$ cat config.mk
export PLATFORM = sky130hd
export DESIGN_NAME = noc_wb_ext_bridge_flat
export DESIGN_NICKNAME = d
export VERILOG_FILES = /design/src/rtl/noc_wb_ext_bridge_if.sv /design/src/rtl/noc_wb_ext_bridge.sv /design/src/flat_wrapper.sv
export SDC_FILE = /design/constraint.sdc
export NUM_CORES = 1
export LEC_CHECK = 0
export BUFFER_PORTS_ARGS = -buffer_cell sky130_fd_sc_hd__clkbuf_2
export CORE_MARGIN = 5
export CORE_UTILIZATION = 50
export CTS_CLUSTER_SIZE = 10
export DETAILED_ROUTE_END_ITERATION = 16
export PLACE_DENSITY = 0.73
export SYNTH_ARGS = -nofsm -noshare
export SYNTH_HDL_FRONTEND = slang
export SYNTH_SLANG_ARGS = --single-unit
$ cat constraint.sdc
create_clock -name clk -period 2.4 [get_ports clk]
set_input_delay 0.24 -clock clk [delete_from_list [all_inputs] [get_ports clk]]
set_output_delay 0.24 -clock clk [all_outputs]
set_load 0.05 [all_outputs]
$ cat src/rtl/noc_wb_ext_bridge_if.sv
// Bundle of the NoC request/response channels and the Wishbone lane
// handled by one noc_wb_ext_bridge instance.
//   master : bridge side (consumes requests, drives Wishbone, emits responses)
//   slave  : environment side (router ports plus the Wishbone slave)
interface noc_wb_ext_bridge_if;
  // NoC request channel (router -> bridge)
  logic [31:0] noc_in_flit;
  logic        noc_in_last;
  logic        noc_in_valid;
  logic        noc_in_ready;
  // NoC response channel (bridge -> router)
  logic [31:0] noc_out_flit;
  logic        noc_out_last;
  logic        noc_out_valid;
  logic        noc_out_ready;
  // Wishbone master outputs
  logic [31:0] wb_adr_o;
  logic [31:0] wb_dat_o;
  logic [3:0]  wb_sel_o;
  logic        wb_cyc_o;
  logic        wb_stb_o;
  logic        wb_we_o;
  logic        wb_cab_o;
  logic [2:0]  wb_cti_o;
  logic [1:0]  wb_bte_o;
  // Wishbone slave responses
  logic        wb_ack_i;
  logic        wb_err_i;
  logic        wb_rty_i;
  logic [31:0] wb_dat_i;

  modport master (
    input  noc_in_flit, noc_in_last, noc_in_valid,
    output noc_in_ready,
    output noc_out_flit, noc_out_last, noc_out_valid,
    input  noc_out_ready,
    output wb_adr_o, wb_dat_o, wb_sel_o, wb_cyc_o, wb_stb_o, wb_we_o,
    output wb_cab_o, wb_cti_o, wb_bte_o,
    input  wb_ack_i, wb_err_i, wb_rty_i, wb_dat_i
  );

  modport slave (
    output noc_in_flit, noc_in_last, noc_in_valid,
    input  noc_in_ready,
    input  noc_out_flit, noc_out_last, noc_out_valid,
    output noc_out_ready,
    input  wb_adr_o, wb_dat_o, wb_sel_o, wb_cyc_o, wb_stb_o, wb_we_o,
    input  wb_cab_o, wb_cti_o, wb_bte_o,
    output wb_ack_i, wb_err_i, wb_rty_i, wb_dat_i
  );
endinterface

$ cat src/rtl/noc_wb_ext_bridge.sv
// Purpose : terminates NoC request packets, runs one classic Wishbone master
//           cycle per packet on an external lane, and returns a response packet.
// Latency : Wishbone cyc/stb rise the cycle after the last request flit;
//           response header is valid the cycle after ack/err/rty-exhaust/timeout.
// Backpressure: one transaction in flight; noc_in_ready stays low from the
//           last request flit until the response packet has been accepted, and
//           the bridge stalls indefinitely while noc_out_ready is low.
// Ports   : clk, rst_n (async active-low), bus (noc_wb_ext_bridge_if.master).
module noc_wb_ext_bridge #(
  parameter int unsigned FLIT_WIDTH = 32,   // must be 32
  parameter logic [4:0]  TILE_ID    = 5'd0,
  parameter int unsigned TIMEOUT    = 255,  // 1..1023
  parameter int unsigned MAX_RETRY  = 3     // 0..7
) (
  input  logic                clk,
  input  logic                rst_n,
  noc_wb_ext_bridge_if.master bus
);

  localparam logic [9:0] TMO_MAX = 10'(TIMEOUT);
  localparam logic [2:0] RTY_MAX = 3'(MAX_RETRY);

  typedef enum logic [2:0] {
    S_HDR, S_ADDR, S_DATA, S_DRAIN, S_WB, S_RESP_HDR, S_RESP_DAT
  } state_t;

  state_t                state_q;
  logic [4:0]            src_q;
  logic                  we_q;
  logic                  err_q;
  logic [FLIT_WIDTH-1:0] adr_q;
  logic [FLIT_WIDTH-1:0] wdat_q;
  logic [FLIT_WIDTH-1:0] rdat_q;
  logic [FLIT_WIDTH-1:0] out_flit_q;
  logic                  out_vld_q;
  logic                  out_last_q;
  logic                  in_rdy_q;
  logic                  cyc_q;
  logic                  stb_q;
  logic                  wbwe_q;
  logic [3:0]            sel_q;
  logic [9:0]            tmo_q;
  logic [2:0]            retry_q;

  logic in_hs;
  logic out_hs;

  assign in_hs  = bus.noc_in_valid & in_rdy_q;
  assign out_hs = out_vld_q & bus.noc_out_ready;

  function automatic logic [31:0] rsp_hdr(input logic [4:0] src, input logic we,
                                          input logic err);
    return {src, TILE_ID, we, err, 20'h0_0000};
  endfunction

  always_ff @(posedge clk or negedge rst_n) begin
    if (!rst_n) begin
      state_q    <= S_HDR;
      src_q      <= '0;
      we_q       <= 1'b0;
      err_q      <= 1'b0;
      adr_q      <= '0;
      wdat_q     <= '0;
      rdat_q     <= '0;
      out_flit_q <= '0;
      out_vld_q  <= 1'b0;
      out_last_q <= 1'b0;
      in_rdy_q   <= 1'b0;
      cyc_q      <= 1'b0;
      stb_q      <= 1'b0;
      wbwe_q     <= 1'b0;
      sel_q      <= 4'h0;
      tmo_q      <= '0;
      retry_q    <= '0;
    end else begin
      case (state_q)
        S_HDR: begin
          // in_rdy_q is low only in the first cycle after reset release.
          in_rdy_q <= 1'b1;
          if (in_hs) begin
            src_q   <= bus.noc_in_flit[26:22];
            we_q    <= bus.noc_in_flit[21];
            retry_q <= '0;
            if (bus.noc_in_last) begin
              err_q      <= 1'b1;
              out_flit_q <= rsp_hdr(bus.noc_in_flit[26:22], bus.noc_in_flit[21], 1'b1);
              out_last_q <= 1'b1;
              out_vld_q  <= 1'b1;
              in_rdy_q   <= 1'b0;
              state_q    <= S_RESP_HDR;
            end else begin
              state_q <= S_ADDR;
            end
          end
        end

        S_ADDR: begin
          if (in_hs) begin
            adr_q <= bus.noc_in_flit;
            if (!we_q && bus.noc_in_last) begin
              cyc_q    <= 1'b1;
              stb_q    <= 1'b1;
              sel_q    <= 4'hF;
              wbwe_q   <= 1'b0;
              tmo_q    <= '0;
              in_rdy_q <= 1'b0;
              state_q  <= S_WB;
            end else if (we_q && !bus.noc_in_last) begin
              state_q <= S_DATA;
            end else if (!bus.noc_in_last) begin
              err_q   <= 1'b1;
              state_q <= S_DRAIN;
            end else begin
              err_q      <= 1'b1;
              out_flit_q <= rsp_hdr(src_q, we_q, 1'b1);
              out_last_q <= 1'b1;
              out_vld_q  <= 1'b1;
              in_rdy_q   <= 1'b0;
              state_q    <= S_RESP_HDR;
            end
          end
        end

        S_DATA: begin
          if (in_hs) begin
            wdat_q <= bus.noc_in_flit;
            if (bus.noc_in_last) begin
              cyc_q    <= 1'b1;
              stb_q    <= 1'b1;
              sel_q    <= 4'hF;
              wbwe_q   <= 1'b1;
              tmo_q    <= '0;
              in_rdy_q <= 1'b0;
              state_q  <= S_WB;
            end else begin
              err_q   <= 1'b1;
              state_q <= S_DRAIN;
            end
          end
        end

        S_DRAIN: begin
          if (in_hs && bus.noc_in_last) begin
            err_q      <= 1'b1;
            out_flit_q <= rsp_hdr(src_q, we_q, 1'b1);
            out_last_q <= 1'b1;
            out_vld_q  <= 1'b1;
            in_rdy_q   <= 1'b0;
            state_q    <= S_RESP_HDR;
          end
        end

        S_WB: begin
          if (!stb_q) begin
            // One-cycle idle gap after a retry has elapsed: re-issue.
            cyc_q  <= 1'b1;
            stb_q  <= 1'b1;
            sel_q  <= 4'hF;
            wbwe_q <= we_q;
            tmo_q  <= '0;
          end else if (bus.wb_ack_i) begin
            if (!we_q) rdat_q <= bus.wb_dat_i;
            cyc_q      <= 1'b0;
            stb_q      <= 1'b0;
            sel_q      <= 4'h0;
            wbwe_q     <= 1'b0;
            err_q      <= 1'b0;
            out_flit_q <= rsp_hdr(src_q, we_q, 1'b0);
            out_last_q <= we_q;
            out_vld_q  <= 1'b1;
            state_q    <= S_RESP_HDR;
          end else if (bus.wb_err_i || (tmo_q == TMO_MAX) ||
                       (bus.wb_rty_i && (retry_q >= RTY_MAX))) begin
            cyc_q      <= 1'b0;
            stb_q      <= 1'b0;
            sel_q      <= 4'h0;
            wbwe_q     <= 1'b0;
            err_q      <= 1'b1;
            out_flit_q <= rsp_hdr(src_q, we_q, 1'b1);
            out_last_q <= 1'b1;
            out_vld_q  <= 1'b1;
            state_q    <= S_RESP_HDR;
          end else if (bus.wb_rty_i) begin
            cyc_q   <= 1'b0;
            stb_q   <= 1'b0;
            sel_q   <= 4'h0;
            wbwe_q  <= 1'b0;
            retry_q <= retry_q + 3'd1;
            tmo_q   <= '0;
          end else begin
            tmo_q <= tmo_q + 10'd1;
          end
        end

        S_RESP_HDR: begin
          if (out_hs) begin
            if (!we_q && !err_q) begin
              out_flit_q <= rdat_q;
              out_last_q <= 1'b1;
              state_q    <= S_RESP_DAT;
            end else begin
              out_vld_q  <= 1'b0;
              out_last_q <= 1'b0;
              in_rdy_q   <= 1'b1;
              state_q    <= S_HDR;
            end
          end
        end

        S_RESP_DAT: begin
          if (out_hs) begin
            out_vld_q  <= 1'b0;
            out_last_q <= 1'b0;
            in_rdy_q   <= 1'b1;
            state_q    <= S_HDR;
          end
        end

        default: begin
          state_q <= S_HDR;
        end
      endcase
    end
  end

  assign bus.noc_in_ready  = in_rdy_q;
  assign bus.noc_out_flit  = out_flit_q;
  assign bus.noc_out_last  = out_last_q;
  assign bus.noc_out_valid = out_vld_q;

  assign bus.wb_adr_o = adr_q;
  assign bus.wb_dat_o = wdat_q;
  assign bus.wb_sel_o = sel_q;
  assign bus.wb_cyc_o = cyc_q;
  assign bus.wb_stb_o = stb_q;
  assign bus.wb_we_o  = wbwe_q;
  // Classic single cycles only: no bursts.
  assign bus.wb_cab_o = 1'b0;
  assign bus.wb_cti_o = 3'b000;
  assign bus.wb_bte_o = 2'b00;

endmodule

$ cat src/flat_wrapper.sv
// flat-port wrapper written by rule: the top's interface ports become plain ports
module noc_wb_ext_bridge_flat 
#(
  parameter int unsigned FLIT_WIDTH = 32,                
  parameter logic [4:0]  TILE_ID    = 5'd0,
  parameter int unsigned TIMEOUT    = 255,            
  parameter int unsigned MAX_RETRY  = 3            
)
  (clk, rst_n, bus_noc_in_flit, bus_noc_in_last, bus_noc_in_valid, bus_noc_in_ready, bus_noc_out_flit, bus_noc_out_last, bus_noc_out_valid, bus_noc_out_ready, bus_wb_adr_o, bus_wb_dat_o, bus_wb_sel_o, bus_wb_cyc_o, bus_wb_stb_o, bus_wb_we_o, bus_wb_cab_o, bus_wb_cti_o, bus_wb_bte_o, bus_wb_ack_i, bus_wb_err_i, bus_wb_rty_i, bus_wb_dat_i);
  noc_wb_ext_bridge_if bus_i ();
  input  logic clk;
  input  logic rst_n;
  input wire logic [$bits(bus_i.noc_in_flit)-1:0] bus_noc_in_flit;
  input wire logic [$bits(bus_i.noc_in_last)-1:0] bus_noc_in_last;
  input wire logic [$bits(bus_i.noc_in_valid)-1:0] bus_noc_in_valid;
  output wire logic [$bits(bus_i.noc_in_ready)-1:0] bus_noc_in_ready;
  output wire logic [$bits(bus_i.noc_out_flit)-1:0] bus_noc_out_flit;
  output wire logic [$bits(bus_i.noc_out_last)-1:0] bus_noc_out_last;
  output wire logic [$bits(bus_i.noc_out_valid)-1:0] bus_noc_out_valid;
  input wire logic [$bits(bus_i.noc_out_ready)-1:0] bus_noc_out_ready;
  output wire logic [$bits(bus_i.wb_adr_o)-1:0] bus_wb_adr_o;
  output wire logic [$bits(bus_i.wb_dat_o)-1:0] bus_wb_dat_o;
  output wire logic [$bits(bus_i.wb_sel_o)-1:0] bus_wb_sel_o;
  output wire logic [$bits(bus_i.wb_cyc_o)-1:0] bus_wb_cyc_o;
  output wire logic [$bits(bus_i.wb_stb_o)-1:0] bus_wb_stb_o;
  output wire logic [$bits(bus_i.wb_we_o)-1:0] bus_wb_we_o;
  output wire logic [$bits(bus_i.wb_cab_o)-1:0] bus_wb_cab_o;
  output wire logic [$bits(bus_i.wb_cti_o)-1:0] bus_wb_cti_o;
  output wire logic [$bits(bus_i.wb_bte_o)-1:0] bus_wb_bte_o;
  input wire logic [$bits(bus_i.wb_ack_i)-1:0] bus_wb_ack_i;
  input wire logic [$bits(bus_i.wb_err_i)-1:0] bus_wb_err_i;
  input wire logic [$bits(bus_i.wb_rty_i)-1:0] bus_wb_rty_i;
  input wire logic [$bits(bus_i.wb_dat_i)-1:0] bus_wb_dat_i;
  assign bus_i.noc_in_flit = bus_noc_in_flit;
  assign bus_i.noc_in_last = bus_noc_in_last;
  assign bus_i.noc_in_valid = bus_noc_in_valid;
  assign bus_noc_in_ready = bus_i.noc_in_ready;
  assign bus_noc_out_flit = bus_i.noc_out_flit;
  assign bus_noc_out_last = bus_i.noc_out_last;
  assign bus_noc_out_valid = bus_i.noc_out_valid;
  assign bus_i.noc_out_ready = bus_noc_out_ready;
  assign bus_wb_adr_o = bus_i.wb_adr_o;
  assign bus_wb_dat_o = bus_i.wb_dat_o;
  assign bus_wb_sel_o = bus_i.wb_sel_o;
  assign bus_wb_cyc_o = bus_i.wb_cyc_o;
  assign bus_wb_stb_o = bus_i.wb_stb_o;
  assign bus_wb_we_o = bus_i.wb_we_o;
  assign bus_wb_cab_o = bus_i.wb_cab_o;
  assign bus_wb_cti_o = bus_i.wb_cti_o;
  assign bus_wb_bte_o = bus_i.wb_bte_o;
  assign bus_i.wb_ack_i = bus_wb_ack_i;
  assign bus_i.wb_err_i = bus_wb_err_i;
  assign bus_i.wb_rty_i = bus_wb_rty_i;
  assign bus_i.wb_dat_i = bus_wb_dat_i;
  noc_wb_ext_bridge #(.FLIT_WIDTH(FLIT_WIDTH), .TILE_ID(TILE_ID), .TIMEOUT(TIMEOUT), .MAX_RETRY(MAX_RETRY)) u_core (.clk(clk), .rst_n(rst_n), .bus(bus_i));
endmodule
==> results of run 1 <==
flip-flops by register name (all words and copies together), names as in the netlist, 3 cells and up:
name                     cells
u_core.bus.wb_adr_o         32
u_core.rdat_q               32
u_core.src_q                 5
u_core.tmo_q                10
u_core.bus.noc_out_flit     32
u_core.retry_q               3
u_core.bus.wb_dat_o         32
u_core.state_q               3
metal layers:
metal,track usage (%),vias up
met5,0,-
met4,8.13,0
met3,6.67,33
met2,35.6,179
met1,26.9,2619
li1,-,2472
through the flow:
stage / cells / hold WS, ps
finish: 967 / 49.4
CTS: 967 / 35.9
floorplan: 598 / -55.6
global route: 967 / 36.4
global placement: 935 / 238
detailed placement: 935 / 245
power groups by stage:
stage / registers [mW] / logic, mW / clock network [mW]
finish: 4.39 / 7.09 / 2.74
floorplan: 6.67 / 3.02 / 0
global route: 4.54 / 7.54 / 2.90
CTS: 4.40 / 7.12 / 2.78
global placement: 4.34 / 6.93 / 0
detailed placement: 4.41 / 7.09 / 0
synthesized netlist by cell type (7+ instances only):
| cell | number | share of area, % |
|---|---|---|
| dfrtp_1 | 157 | 55 |
| a21oi_1 | 22 | 1.5 |
| o22ai_1 | 13 | 1.1 |
| clkbuf_1 | 11 | 0.57 |
| a31oi_1 | 9 | 0.78 |
| o21ai_0 | 8 | 0.56 |
| mux2_2 | 104 | 16 |
| mux2i_1 | 26 | 3.6 |
| nand2_1 | 50 | 2.6 |
| buf_4 | 13 | 1.4 |
| nor2_1 | 17 | 0.89 |
| o31ai_1 | 8 | 0.84 |
| buf_2 | 9 | 0.63 |
| mux2_1 | 7 | 1.1 |
| inv_1 | 34 | 1.8 |
| nor3_1 | 7 | 0.49 |
cell type report:
cell class | count | area, um2
well taps | 180 | 225
inverters | 34 | 128
clock buffers | 21 | 460
clock inverters | 10 | 138
flip-flops and latches | 157 | 3930
multi-input cells | 365 | 2930
fillers | 1105 | 5040
repair buffers | 200 | 1140
how the worst max path moves through the flow:
stage,startpoint,to,cells after the start
floorplan,u_core.bus.noc_in_ready,u_core.bus.noc_out_flit[21],6
global placement,u_core.tmo_q[0],u_core.tmo_q[7],7
detailed placement,u_core.retry_q[0],u_core.bus.noc_out_flit[4],8
CTS,u_core.retry_q[0],u_core.bus.noc_out_flit[5],8
global route,u_core.tmo_q[0],u_core.tmo_q[6],7
finish,u_core.tmo_q[0],u_core.tmo_q[7],7
critical path: stages, from the launching register on:
cell and delay [ps]:
dfrtp_1 410, ha_1 260, and3_4 210, a311oi_4 260, buf_4 200, a21oi_2 160, or4_1 500, a21oi_1 160
cell families (layout without fill, tap and decap cells):
| kind of cell | count (synthesis) | in the layout |
|---|---|---|
| DFF | 157 | 157 |
| muxes | 137 | 137 |
| and+or+nand+nor | 118 | 118 |
| AOI/OAI and AO/OA | 97 | 97 |
| buffers and inverters | 76 | 265 |
| adders and majority gates | 6 | 6 |
| other | 1 | 6 |
| xor gates and xnor gates | 1 | 1 |
what timing repair did:
item	in CTS	in global routing
endpoints found under the hold margin	56	0
resized for setup	0	1
hold buffers	1	0
endpoints found under the setup margin	0	1
==> flow_summary.yaml, run 1 <==
run_status:
  outcome: "finished clean"
routing:
  viasPerCell: 5.48
  vias: 5303
  wl_met1_um: 7290
  routed.top_layer: "met4"
  met2_length_um: 8670
  wl_per_cell_um: 18.2
  remaining_drc_errors: 0
  firstDrtPassIters: 5
  postRouteAntennaNets: 0
  drtIter0Drc: 313
  dr_wl_met3_um: 1290
  routed_wirelength_um: 17600
power:
  power_mw: 14.2
  p_int_mw: 7.74
  power.leakage_nw: 4.35
  p_comb_share_pct: 49.9
  seqPwrFrac_pct: 30.9
  power.density_mw_per_mm2: 1590
  p_switching_mw: 6.48
  irDropWorstVdd_v: 0.000994
  p_sw_share_pct: 45.5
  clkPwrFrac_pct: 19.2
clock_tree:
  cts-root-buf: "clkbuf_16"
  clock_latency_ps: 420
  ctsLongestPathBuffers: 2
  htreeDepth: 4
  clkTransAtPathRegs_ps: 60
  cts_tree: "done"
  post-cts-setup-buffer-count: 0
  numCtsBuffers: 17
  cts.sinks: 157
worst_setup_path:
  r2r-start: "u_core.tmo_q[0]"
  r2r_end: "u_core.tmo_q[7]"
  arrival_ps: 2580
  path_max_fanout: 15
  r2r_cells: 7
  cp-start-kind: "flip-flop"
  critPathRequiredTime_ps: 2740
  crit_type: "reg2reg"
  end_kind: "flip-flop"
  r2r_setup_slack_ps: 160
synthesis:
  ys_ff_latch: 157
  synthArstFlopShare_pct: 100
  synth_adder_area_share_pct: 1.04
  synth_top_family_by_area: "multiplexers"
  synthMuxAreaShare_pct: 21.0
  ys_seq_area_share_pct: 54.7
  syn-cell-area_mm2: 0.00719
  synth_xor_area_share_pct: 0.122
  synth_edf_count: 0
  avgSynthCellArea_um2: 12.1
  synth_compound_area_share_pct: 9.64
  yosys_warnings: 0
  yosys.area_share.simple_pct: 8.34
  syn_inst: 593
  synth_cell_type_count: 66
  ys.flop_type: "dfrtp_1"
grt:
  antenna_found_initial: 0
  overflow: 0
  grt_pass1_vias: 5652
  grt_max_degree: 59
  grt_pass1_wl_um: 28700
  grt_use_total_pct: 21.6
placed_design:
  pre_cts_slack_ps: 138
  port_buffers: 177
  gp_congestion: 0.914
  hpwl_um: 12600
  placed_area_mm2: 0.00833
hold_path:
  holdPathStages: 2
  worstHoldStart: "bus_wb_dat_i[9]"
  min_to: "u_core.rdat_q[9]"
  hold_path_class: "in2reg"
finish:
  area.growth.synth_to_final_pct: 24.5
  drive_gt1_share_pct: 44.3
  final_common_cell: "clkbuf_2"
  mostFrequentLayoutCells: "clkbuf_2 (176), dfrtp_1 (157), mux2_2 (104)"
  final_util_pct: 64.0
  antenna_cells: 0
  fin_area_mm2: 0.00895
  fin_nets: 853
timing:
  post-route-period-util_pct: 93.5
  hold_violations: 0
  worstMarginPinSlew_ps: 577
  setup_viol: 0
  finalClockSkew_ps: 9.18
  fin_setup_tns_ps: 0
  fin_crit_ps: 2240
  rsz0062_at_grt: "no"
  slew_viol_final: 0
  maxSlewHeadroom_pct: 61.5
  fmax_mhz: 446
  fin_ws_ps: 156
die:
  initial_utilization_pct: 51.4
  die_area_mm2: 0.0169
  die_w_um: 130
  fp.dieH_um: 130
  core_area_mm2: 0.0140
  rows: 43
  ioPinCount: 184
run:
  maxCapViolations: 0
No activity file was read; power rests on OpenSTA's default activity.
==> inputs of run 2 (changes only) <==
--- a/config.mk
+++ b/config.mk
@@ -5,6 +5,7 @@
 export SDC_FILE = /design/constraint.sdc
 export NUM_CORES = 1
 export LEC_CHECK = 0
+export ABC_AREA = 1
 export BUFFER_PORTS_ARGS = -buffer_cell sky130_fd_sc_hd__clkbuf_2
 export CORE_MARGIN = 5
 export CORE_UTILIZATION = 50
==> run 2 against run 1 <==
  * Global-route usage increased by 0.51 points
  * Combinational power decreased by 5.2%
  * Area after synthesis increased by 0.75%
  * Cell area decreased by 0.49%
  * Non-clock buffer count decreased by 12
  * Total power decreased by 1.7%
  * Critical path depth increased by 4
  * Cell count increased by 24%
  * Largest cell class unchanged
==> flow_summary.yaml, run 2 <==
run_status:
  outcome: "finished clean"
synthesis:
  yosysTopAreaCell: "dfrtp_1"
  yosys.cell_count.top_type: "nand2_1"
  syn-cell-area_mm2: 0.00724
  ys_ff_latch: 157
  synthArstFlopShare_pct: 100
  ys.flop_type: "dfrtp_1"
  synth_edf_count: 0
  avgSynthCellArea_um2: 8.68
  ys_seq_area_share_pct: 54.3
  synth_top_area_share_pct: 54.3
  synth_area_leaders: "dfrtp_1 (54%), nand2_1 (16%), o21ai_0 (5.5%)"
  yosys_warnings: 0
  syn_inst: 834
  synth_commonest_cells: "nand2_1 (299), dfrtp_1 (157), o21ai_0 (80)"
  synth_cell_type_count: 34
worst_setup_path:
  crit_type: "reg2reg"
  end_kind: "flip-flop"
  critPathRequiredTime_ps: 2760
  r2r_cells: 11
  path_max_fanout: 32
  arrival_ps: 2530
  cp-start-kind: "flip-flop"
grt:
  grt_pass1_vias: 5950
  grt_use_total_pct: 22.1
  grt_pass1_wl_um: 29500
  antenna_found_initial: 0
  overflow: 0
  grt_max_degree: 92
finish:
  area.growth.synth_to_final_pct: 23.0
  final_common_cell: "nand2_1"
  antenna_cells: 0
  mostFrequentLayoutCells: "nand2_1 (297), clkbuf_2 (176), dfrtp_1 (157)"
  fin_nets: 1083
  final_cells: 1202
  drive_gt1_share_pct: 25.7
die:
  initial_utilization_pct: 50.4
  die_area_mm2: 0.0170
  rows: 44
  die_w_um: 130
  fp.dieH_um: 130
  ioPinCount: 184
  core_area_mm2: 0.0144
power:
  irDropWorstVdd_v: 0.000830
  power.leakage_nw: 4.89
  power.density_mw_per_mm2: 1570
timing:
  post-route-period-util_pct: 90.2
  fin_crit_ps: 2170
  hold_violations: 0
  fmax_mhz: 462
  setup_viol: 0
  fin_setup_tns_ps: 0
  holdWs_ps: 36.9
  finalClockSkew_ps: 7.79
  rsz0062_at_grt: "no"
  slew_viol_final: 0
placed_design:
  gp_congestion: 0.926
  hpwl_um: 12900
  placedCellCount: 1169
  port_buffers: 177
routing:
  firstDrtPassIters: 5
  vias: 6041
  wl_per_cell_um: 15.0
  viasPerCell: 5.03
  postRouteAntennaNets: 0
  remaining_drc_errors: 0
  routed_wirelength_um: 18100
  drtIter0Drc: 319
hold_path:
  holdPathStages: 2
  hold_path_class: "in2reg"
run:
  maxCapViolations: 0
clock_tree:
  cts_tree: "done"
  cts-root-buf: "clkbuf_16"
  clock_latency_ps: 430
  clkTransAtPathRegs_ps: 60
  ctsLongestPathBuffers: 2
  htreeDepth: 4
  cts.sinks: 157
  numCtsBuffers: 17
run 2: routing by layer:
layer / vias to the layer above / routed length, um / track usage (%)
met1: 2828 / 7520 / 28.2
li1: 2988 / - / -
met2: 197 / 8720 / 35.5
met5: - / 0 / 0
met3: 28 / 1510 / 7.98
met4: 0 / 311 / 6.96
run 2: layout make-up:
class / instances / area (um2)
Sequential cell: 157 / 3930
Fill cell: 1233 / 5460
Clock inverter: 12 / 160
Timing Repair Buffer: 188 / 1040
Tap cell: 184 / 230
Multi-Input combinational cell: 572 / 2830
Clock buffer: 20 / 457
Inverter: 69 / 259
run 2: power by group:
part           total, mW  internal [mW]  switching (mW)  leakage, nW
Combinational       6.72           1.62            5.10         2.57
Clock               2.80           1.70            1.10        0.295
Sequential          4.45           3.74           0.706         2.02
run 2: repair_timing:
action                                 in CTS  in global routing
hold buffers                                1                  0
endpoints found under the hold margin     157                  0
setup buffers                               0                  0
gates resized for setup                     0                  0
run 2: final timing paths:
| path | from | to | slack, ps |
|---|---|---|---|
| worst max-delay path | u_core.state_q[1] | u_core.bus.noc_out_flit[29] | 230 |
| worst min-delay path | bus_wb_dat_i[29] | u_core.rdat_q[29] | 40 |
| worst max register to register | u_core.state_q[1] | u_core.bus.noc_out_flit[29] | 230 |
| worst min register to register | u_core.bus.noc_out_flit[17] | u_core.bus.noc_out_flit[17] | 470 |
| max in group asynchronous | rst_n | u_core.we_q | 1600 |
| min in group asynchronous | rst_n | u_core.tmo_q[3] | 360 |
run 2: metrics by stage:
step | cell area (um2) | setup WS (ps) | util (%) | power [mW]
after floorplan | 7260 | 508 | - | 9.62
after global placement | 8280 | 292 | 57.6 | 11.1
after detailed placement | 8280 | 269 | 57.6 | 11.2
after CTS | 8910 | 253 | 62.0 | 14.1
after global routing | 8910 | 64.6 | 62.0 | 14.8
final | 8910 | 234 | 62.0 | 14.0
run 2: logic make-up (layout without fill, tap and decap cells):
kind of cell,after synthesis,after routing,share of synthesized area (%)
AO/OA/AOI/OAI,95,95,6.96
adder cells (fa/ha/maj),6,6,1.04
buffers and inverters,110,289,6.96
flip-flops,157,157,54.3
multiplexers,30,30,4.67
other,1,6,0.0518
AND/OR/NAND/NOR,435,435,26.1
run 2: worst max-delay path, cell delays in order, from the launching register on:
cell	delay, ps
dfrtp_1	580
nor2_2	100
nand2_4	220
inv_2	140
nand2_2	120
nand2_1	70
inv_2	60
nand2_2	60
nor2_4	130
buf_4	350
nand3_1	160
nand2_1	100
